==> src/rtl/poly_eval_sqcbrt_if.sv <==
// Host and cube-root handshake bundle for poly_eval_sqcbrt.
// Handshake: start is sampled only when the block is idle. cbrt_start and cbrt_ready, like ready, are one-cycle pulses, and data travels in the same cycle as its pulse.
interface poly_eval_sqcbrt_if #(
    parameter int WIDTH = 16
);
    logic             start;
    logic [WIDTH-1:0] a;
    logic [WIDTH-1:0] b;
    logic             cbrt_start;
    logic [WIDTH-1:0] cbrt_x;
    logic [WIDTH-1:0] cbrt_y;
    logic             cbrt_ready;
    logic [WIDTH-1:0] y;
    logic             ready;
    logic             busy;

    modport master (
        output start, a, b, cbrt_y, cbrt_ready,
        input  cbrt_start, cbrt_x, y, ready, busy
    );

    modport slave (
        input  start, a, b, cbrt_y, cbrt_ready,
        output cbrt_start, cbrt_x, y, ready, busy
    );
endinterface

==> src/rtl/poly_eval_sqcbrt.sv <==
// y = a^2 + cbrt(b): the square is formed by a serial shift-add multiplier while the external cube-root unit runs.
// Optional POLY_SAT_EN: the square and the sum clamp to 2^WIDTH-1 instead of wrapping.
module poly_eval_sqcbrt #(
    parameter int WIDTH = 16
) (
    input  logic                 clk,
    input  logic                 rst,
    poly_eval_sqcbrt_if.slave    bus,
    output logic [1:0]           dbg_state
);
    typedef enum logic [1:0] {
        IDLE = 2'd0,
        CALC = 2'd1,
        SUM  = 2'd2
    } state_t;

    localparam int CW = $clog2(WIDTH + 1);
    localparam logic [CW-1:0] WIDTH_C = CW'(WIDTH);
`ifdef POLY_SAT_EN
    // The multiplicand keeps its shifted-out bits so that lost partial products still register as overflow.
    localparam int MW = 2 * WIDTH;
    localparam int AW = WIDTH + 1;
`else
    localparam int MW = WIDTH;
    localparam int AW = WIDTH;
`endif

    state_t           state;
    logic [MW-1:0]    mcand;
    logic [WIDTH-1:0] mplier;
    logic [AW-1:0]    acc;
    logic [CW-1:0]    counter;
    logic [WIDTH-1:0] root;
    logic             root_vld;

    logic [AW-1:0]    acc_add;
    logic [WIDTH-1:0] square;
    logic [WIDTH-1:0] sum_out;
    logic [WIDTH-1:0] root_sel;
    logic             square_done;

    assign dbg_state   = state;
    assign square_done = (counter == WIDTH_C);
    assign root_sel    = root_vld ? root : bus.cbrt_y;

`ifdef POLY_SAT_EN
    logic [WIDTH:0] add_lo;
    logic [WIDTH:0] sum_full;

    // Bit WIDTH of acc is a sticky overflow flag.
    assign add_lo   = {1'b0, acc[WIDTH-1:0]} + {1'b0, mcand[WIDTH-1:0]};
    assign acc_add  = {acc[WIDTH] | add_lo[WIDTH] | (|mcand[MW-1:WIDTH]), add_lo[WIDTH-1:0]};
    assign square   = acc[WIDTH] ? {WIDTH{1'b1}} : acc[WIDTH-1:0];
    assign sum_full = {1'b0, square} + {1'b0, root};
    assign sum_out  = sum_full[WIDTH] ? {WIDTH{1'b1}} : sum_full[WIDTH-1:0];
`else
    assign acc_add  = acc + mcand;
    assign square   = acc;
    assign sum_out  = square + root;
`endif

    always_ff @(posedge clk) begin
        if (rst) begin
            state          <= IDLE;
            mcand          <= '0;
            mplier         <= '0;
            acc            <= '0;
            counter        <= '0;
            root           <= '0;
            root_vld       <= 1'b0;
            bus.cbrt_start <= 1'b0;
            bus.cbrt_x     <= '0;
            bus.y          <= '0;
            bus.ready      <= 1'b0;
            bus.busy       <= 1'b0;
        end else begin
            bus.ready      <= 1'b0;
            bus.cbrt_start <= 1'b0;
            case (state)
                IDLE: begin
                    // busy stays up through the ready cycle and falls on the next idle cycle.
                    bus.busy <= bus.start;
                    if (bus.start) begin
                        mcand          <= MW'(bus.a);
                        mplier         <= bus.a;
                        bus.cbrt_x     <= bus.b;
                        acc            <= '0;
                        counter        <= '0;
                        root_vld       <= 1'b0;
                        bus.cbrt_start <= 1'b1;
                        state          <= CALC;
                    end
                end
                CALC: begin
                    bus.busy <= 1'b1;
                    if (counter < WIDTH_C) begin
                        if (mplier[0]) begin
                            acc <= acc_add;
                        end
                        mcand   <= mcand << 1;
                        mplier  <= mplier >> 1;
                        counter <= counter + 1'b1;
                    end
                    if (bus.cbrt_ready && !root_vld) begin
                        root     <= bus.cbrt_y;
                        root_vld <= 1'b1;
                    end
                    // A root arriving in the finishing cycle is taken straight from cbrt_y.
                    if (square_done && (root_vld || bus.cbrt_ready)) begin
                        root  <= root_sel;
                        state <= SUM;
                    end
                end
                SUM: begin
                    bus.busy  <= 1'b1;
                    bus.y     <= sum_out;
                    bus.ready <= 1'b1;
                    state     <= IDLE;
                end
                default: begin
                    state <= IDLE;
                end
            endcase
        end
    end
endmodule

==> src/flat_wrapper.sv <==
// flat-port wrapper written by rule: the top's interface ports become plain ports
module poly_eval_sqcbrt_flat 
#(
    parameter int WIDTH = 16
)
  (clk, rst, dbg_state, bus_start, bus_a, bus_b, bus_cbrt_y, bus_cbrt_ready, bus_cbrt_start, bus_cbrt_x, bus_y, bus_ready, bus_busy);
  poly_eval_sqcbrt_if #(.WIDTH(WIDTH)) bus_i ();
  input  logic clk;
  input  logic rst;
  output logic [1:0] dbg_state;
  input wire logic [$bits(bus_i.start)-1:0] bus_start;
  input wire logic [$bits(bus_i.a)-1:0] bus_a;
  input wire logic [$bits(bus_i.b)-1:0] bus_b;
  input wire logic [$bits(bus_i.cbrt_y)-1:0] bus_cbrt_y;
  input wire logic [$bits(bus_i.cbrt_ready)-1:0] bus_cbrt_ready;
  output wire logic [$bits(bus_i.cbrt_start)-1:0] bus_cbrt_start;
  output wire logic [$bits(bus_i.cbrt_x)-1:0] bus_cbrt_x;
  output wire logic [$bits(bus_i.y)-1:0] bus_y;
  output wire logic [$bits(bus_i.ready)-1:0] bus_ready;
  output wire logic [$bits(bus_i.busy)-1:0] bus_busy;
  assign bus_i.start = bus_start;
  assign bus_i.a = bus_a;
  assign bus_i.b = bus_b;
  assign bus_i.cbrt_y = bus_cbrt_y;
  assign bus_i.cbrt_ready = bus_cbrt_ready;
  assign bus_cbrt_start = bus_i.cbrt_start;
  assign bus_cbrt_x = bus_i.cbrt_x;
  assign bus_y = bus_i.y;
  assign bus_ready = bus_i.ready;
  assign bus_busy = bus_i.busy;
  poly_eval_sqcbrt #(.WIDTH(WIDTH)) u_core (.clk(clk), .rst(rst), .bus(bus_i), .dbg_state(dbg_state));
endmodule
==> config.mk <==
export PLATFORM = sky130hd
export DESIGN_NAME = poly_eval_sqcbrt_flat
export DESIGN_NICKNAME = d
export VERILOG_FILES = /design/src/rtl/poly_eval_sqcbrt_if.sv /design/src/rtl/poly_eval_sqcbrt.sv /design/src/flat_wrapper.sv
export SDC_FILE = /design/constraint.sdc
export NUM_CORES = 1
export LEC_CHECK = 0
export ABC_AREA = 0
export BUFFER_PORTS_ARGS = -buffer_cell sky130_fd_sc_hd__buf_2
export CORE_AREA = 2 2 109 111
export CTS_CLUSTER_DIAMETER = 120
export DETAILED_ROUTE_END_ITERATION = 8
export DIE_AREA = 0 0 111 113
export PLACE_DENSITY = 0.81
export SLEW_MARGIN = 0
export SYNTH_ARGS = -nofsm -noshare
export SYNTH_HDL_FRONTEND = slang
export SYNTH_SLANG_ARGS = --single-unit
==> constraint.sdc <==
create_clock -name clk -period 6.6 [get_ports clk]
set_input_delay 0.33 -clock clk [delete_from_list [all_inputs] [get_ports clk]]
set_output_delay 0.33 -clock clk [all_outputs]
set_load 0.02 [all_outputs]
-- Word level (Yosys, flattened, before mapping)
Cells that the tools add are included.
- register bits after elaboration: 107
- latch bits: 0
- memory bits (writable): 0
- memory bits (read-only): 0
- bits of input ports: 52
- output and inout bits: 37
- memories kept: 0
- add/sub/neg operators: 3
- multipliers: 0
- div/mod/pow operators: 0
- order comparisons: 1
- eq/ne operators: 9
- shifts and indexed selects: 0
- mux-type cells: 24
- bitwise gates (word level): 1
- reductions and logical operators: 16
- operators with widths (operator ; number):
    $mux W16 ; 9
    $pmux W16 S2 ; 3
    $add A16 B16 Y16 ; 2
    $mux W5 ; 2
    $pmux W5 S2 ; 1
    $reduce_and A3 Y1 ; 3
    $ne A2 B1 Y1 const B ; 4
    $reduce_bool A2 Y1 ; 3
    $add A5 B1 Y5 const B ; 1
    $eq A5 B5 Y1 const B ; 1
    $lt A5 B5 Y1 const B ; 1
    $mux W1 ; 4
    $mux W2 ; 2
    $ne A2 B2 Y1 const B ; 2
    $pmux W1 S2 ; 2
    $pmux W2 S2 ; 1
    $reduce_and A2 Y1 ; 2
    $reduce_and A4 Y1 ; 1
    $reduce_or A2 Y1 ; 2
    $eq A2 B1 Y1 const B ; 1
    $eq A2 B2 Y1 const B ; 1
    $logic_and A1 B1 Y1 ; 2
    $logic_not A2 Y1 ; 1
    $logic_not A1 Y1 ; 1
    2 further kinds ; 2

-- Depth between registers and ports, before layout
- depth in word-level cells: 4
- depth in mapped cells: 11
- mapped depth without buffers: 9

-- Least setup slack after synthesis
OpenSTA, ideal clock, no wires.
- path type: reg-to-reg
- start point: register u_core.root[0]
- end point: register u_core.bus.y[14]
- library setup time: 0.122 ns
- data arrival time: 2.079 ns
- required time: 6.478 ns
- setup slack: 4.399 ns
- stages on the path, launching flop included: 9
- buffers on the path: 0
- clock period less this slack: 2.201 ns
- path through: dfxtp_1 ha_1 fa_1 a211oi_1 nor4_1 nor2_1 a21oi_1 o21a_1 a311o_1
- cells in the longest elaborated chain, start to end: 1
- RTL lines (item ; RTL line ; text):
    start, declared ; poly_eval_sqcbrt.sv:33 ; logic [WIDTH-1:0] root;
    start signal, assigned ; poly_eval_sqcbrt.sv:105 ; root <= bus.cbrt_y;
    start signal, assigned ; poly_eval_sqcbrt.sv:110 ; root <= root_sel;
    $add A16 B16 Y16 ; poly_eval_sqcbrt.sv:59 ; assign sum_out = square + root;
    end signal, assigned ; poly_eval_sqcbrt.sv:116 ; bus.y <= sum_out;
    end, declared ; poly_eval_sqcbrt_if.sv:24 ; output cbrt_start, cbrt_x, y, ready, busy
No other way between the ends.
A chain may end at the register's enable or synchronous reset.

-- Worst setup path in the final report
- start point: register u_core.state[1] (netlist: u_core.dbg_state[1])
- end point: register u_core.counter[3]
- cells in the longest elaborated chain, start to end: 3
- elaborated cells between the ends (all ways): 7
- RTL lines (item ; RTL line ; text):
    start, declared ; poly_eval_sqcbrt.sv:28 ; state_t state;
    start signal, assigned ; poly_eval_sqcbrt.sv:64 ; state <= IDLE;
    start signal, assigned ; poly_eval_sqcbrt.sv:91 ; state <= CALC;
    start signal, assigned ; poly_eval_sqcbrt.sv:111 ; state <= SUM;
    $eq A2 B1 Y1 or $logic_not A2 Y1 (tied branches) ; poly_eval_sqcbrt.sv:79 ; case (state)
    $ne A2 B1 Y1 (no line) (tied with other cells) ; -- ;
    $reduce_and A3 Y1 (no line) ; -- ;
    end signal, assigned ; poly_eval_sqcbrt.sv:102 ; counter <= counter + 1'b1;
    end, declared ; poly_eval_sqcbrt.sv:32 ; logic [CW-1:0] counter;
Parallel ways exist; a longest one is shown, timed or not.

==> reports/metrics.sh <==
REGISTER_TO_REGISTER_PATH_SETUP_SLACK_NS=3.43
IO_BUFFER_COUNT=88
FINALHOLDVIOLATIONS=0
POST-SYNTH-TOP-COUNT-CELL='dfxtp_1'
RUN_STATUS='finished, final reports clean'
SYNTH_LARGEST_AREA_CELL='dfxtp_1'
DETAILEDROUTE.FIRSTITERATIONVIOLATIONS=375
CTSRESIZECOUNT=0
POSTSYNTHNETCOUNT=771
YS.FLOP_TYPE='dfxtp_1'
NUMCTSBUFFERS=9
POST_SYNTH_XOR_AREA_FRACTION_PCT=2.499
GRT_FIRST_PASS_WIRELENGTH_UM=22150
MULTI_INPUT_AREA_UM2=3243
ROUTED_WIRELENGTH_UM=13330
NUMBER_OF_HOLD_BUFFERS_ADDED_AFTER_CTS=0
GRT_PASS1_VIAS=4841
SYNTH_TOP_FAMILY_BY_AREA='compound AO/OA/AOI/OAI gates'
DRCVIOLATIONCOUNT=0
WORSTREG2REGSTART='u_core.dbg_state[1]$_SDFFE_PP0P_'
DIE_W_UM=111
OVERFLOW=0
RR_ENDPOINT='u_core.counter[3]$_SDFFE_PP0P_'
SYNTHSIMPLEGATEAREAFRAC_PCT=21.46
MIN_PATH_CELLS=3
TRITONCTS='done'
VIA_PER_INST=5.729
WORST_HOLD_STARTPOINT='bus_b[0]'
CLOCK-ROOT-BUFFER='clkbuf_16'
CRITICAL_PATH_SOURCE_TYPE='flop'
SHARE_OF_POST_ROUTE_CELLS_WITH_DRIVE_STRENGTH_ABOVE_1_PCT=15.87
GRT_ANTENNA_BEFORE_REPAIR=0
FINAL_CELL_COUNT_NO_FILL=893
CLOCK_TREE.HTREE_LEVEL_COUNT=3
POWER_PER_CELL_AREA_nW_PER_UM2=236.1
PERIOD_NEEDED_NS=3.166
POWER_W=0.001517
HOLD_END='u_core.bus.cbrt_x[0]$_SDFFE_PP0P_'
DIE_HEIGHT_UM=113
FF2FF_PATH_DEPTH=7
FINAL.PERIOD_UTILIZATION_PCT=47.97
GRT_START_MAX_NET_PINS=60
WORST_EP_REQUIRED_TIME_NS=6.86
COUNT_OF_STATE_ELEMENTS_AFTER_SYNTHESIS=107
AVGSYNTHCELLAREA_UM2=8.235
DETAILEDROUTE.FIRSTPASSITERATIONCOUNT=5
CELLLEAKAGEPOWER_nW=2.699
TIMING.SLEW.HEADROOM_PCT=13.41
WORST-ENDPOINT-ARRIVAL_NS=3.42
AREA.SEQUENTIAL_UM2=2142
GRT_USAGE_PCT=21.08
ASYNCSETRESETFLOPFRACSYNTH_PCT=0
NUM-NETS-FINAL=835
WORST_CLOCK_SKEW_NS=0.007527
NETLIST-CELL-TYPE-COUNT=64
VIAS=5116
SYNTHESIS_WARNING_TOTAL=0
COUNT_OF_FILL_CELLS_ADDED_DURING_FILLER_INSERTION=1037
YOSYS-MUX-AREA-FRACTION_PCT=1.428
WORSTHOLDPATHTYPE='input pin to flop'
CLOCK_LATENCY_OF_THE_LATER_CLOCKED_REGISTER_IN_THE_WORST_SKEW_PAIR_NS=0.35
CAP_VIOL_MAX_COUNT=0
FINAL_MAX_SLEW_VIOL_COUNT=0
DP_HPWL_UM=9786
POST-CTS-SETUP-BUFFER-COUNT=0
SYNTHESIS.AREA_UM2=5608
PLACED_CELLS_INCL_TAPS=877
SYNTH-EDFF-COUNT=0
SYNTH_COMPOUND_AREA_SHARE_PCT=23.58
YOSYS-TOP-CELLS-AREA='dfxtp_1 (38%), ha_1 (8.0%), a21oi_1 (5.9%)'
TNS_NS=0
WORSTMARGINPINSLEW_NS=1.294
NUMCLOCKSINKS=107
SYN_INST=681
ANTENNA_CELLS_INSERTED=0
MAX-VDD-IR-DROP_mV=0.2619
WORST-SETUP-PATH-TYPE='flop to flop'
GP_ROUTABILITY_CONGESTION=0.9904
SYNTHTOPCELLSBYCOUNT='dfxtp_1 (107), nand2_1 (88), nor2_1 (71)'
INITIAL_UTILIZATION_PCT=49.75
CLK_TRANSITION_REPORTED_PATHS_NS=0.07
DIE_AREA_UM2=12540
CTS.PATH.MAX_BUFFERS=2
CRIT_PATH_MAX_FANOUT=59
SETUP_REPAIR_AFTER_GLOBAL_ROUTING_MISSED_ITS_MARGIN='no'
SETUP_VIOLATIONS=0
POST_SYNTH_FA_HA_MAJ_AREA_FRACTION_PCT=8.746
ANT_NETS=0
RELATIVE_AREA_CHANGE_FROM_SYNTHESIS_TO_FINAL_LAYOUT_PCT=14.52
NUM_IO_PINS=89
ROWS=39
CORE_AREA_UM2=11270
POST_DRT_WL_PER_CELL_UM=14.93
CRIT_PATH_END_KIND='flop'
CLOCK.FMAX_MHz=315.9
YS_SEQ_AREA_SHARE_PCT=38.20
SETUP.WORST_PATH.START='u_core.dbg_state[1]$_SDFFE_PP0P_'
SYNTH_TOP_AREA_SHARE_PCT=38.20
flip-flops by register name, summed over array words and instances (netlist names), 2 cells and up:
name,cells
u_core.acc,16
u_core.bus.cbrt_x,16
u_core.bus.y,16
u_core.counter,5
u_core.dbg_state,2
u_core.mcand,16
u_core.mplier,16
u_core.root,16
cell families after synthesis:
kind of cell,after synthesis
flip-flops,107
adder cells (fa/ha/maj),38
XOR/XNOR,16
AND/OR/NAND/NOR,260
buffers and inverters,56
multiplexers,8
AO/OA/AOI/OAI,196
worst max path at each step:
| stage | cells after the start | to | slack [ns] |
|---|---|---|---|
| CTS | 7 | u_core.counter[3]$_SDFFE_PP0P_ | 3.43 |
| global route | 7 | u_core.counter[3]$_SDFFE_PP0P_ | 3.11 |
| detailed placement | 7 | u_core.counter[3]$_SDFFE_PP0P_ | 3.47 |
| global placement | 7 | u_core.counter[3]$_SDFFE_PP0P_ | 3.61 |
| floorplan | 8 | u_core.bus.y[14]$_SDFFE_PP0P_ | 4.40 |
| finish | 7 | u_core.counter[3]$_SDFFE_PP0P_ | 3.43 |
where the power goes:
| part | internal, W | total [W] | switching [W] |
|---|---|---|---|
| logic | 0.0000845 | 0.000226 | 0.000141 |
| registers | 0.000684 | 0.000711 | 0.0000276 |
| clock network | 0.000335 | 0.000579 | 0.000244 |
| total | 0.00110 | 0.00152 | 0.000413 |
cells in the final DEF, fill, tap and decap left out, types with 5 or more instances in the layout:
cell,netlist,final
buf_2,9,88
xnor2_1,11,11
inv_1,16,16
nand3_1,6,6
a211oi_1,41,41
a21o_1,9,9
mux2i_1,8,8
or3_1,5,5
clkbuf_16,0,9
a21oi_1,66,65
o21bai_1,5,5
xor2_1,5,5
o21ai_0,17,17
nor2b_1,21,21
nor2_1,71,71
ha_1,36,35
dfxtp_1,107,107
o21a_1,10,10
nor3_1,36,36
nand2_1,88,88
nand4_1,5,5
a22oi_1,9,9
cell type report:
class,instances,area share (%)
inverter,17,0.9936
clock buffer,9,3.507
multi-input combinational,518,50.50
clock inverter,7,1.539
sequential,107,33.35
tap,143,2.786
timing repair buffer,92,7.325
layer usage:
metal,part of all wire [%],vias up,wire length [um],GRT usage [%]
met2,46,134,6183,35.01
met1,46,2364,6197,27.79
met4,2.2,0,287,7.333
met3,5.0,25,662,3.856
li1,-,2593,-,-
met5,0,-,0,0
stage by stage:
step / setup slack [ns] / hold slack, ns / utilization [%] / cell area (um2)
floorplan: 4.399 / 0.4406 / - / 5608
global placement: 3.606 / 0.4405 / 54.10 / 6098
detailed placement: 3.472 / 0.4487 / 54.10 / 6098
CTS: 3.434 / 0.2061 / 56.98 / 6422
global route: 3.108 / 0.2194 / 56.98 / 6422
finish: 3.434 / 0.2107 / 56.98 / 6422
worst max-delay path, cell delays in order (launching register included):
cell,delay [ns]
dfxtp_1,0.35
inv_1,0.09
ha_2,0.86
o21bai_1,0.24
a21oi_2,0.95
nand4_1,0.22
xor2_1,0.19
nor3_1,0.16
No activity file was read; power rests on OpenSTA's default activity.
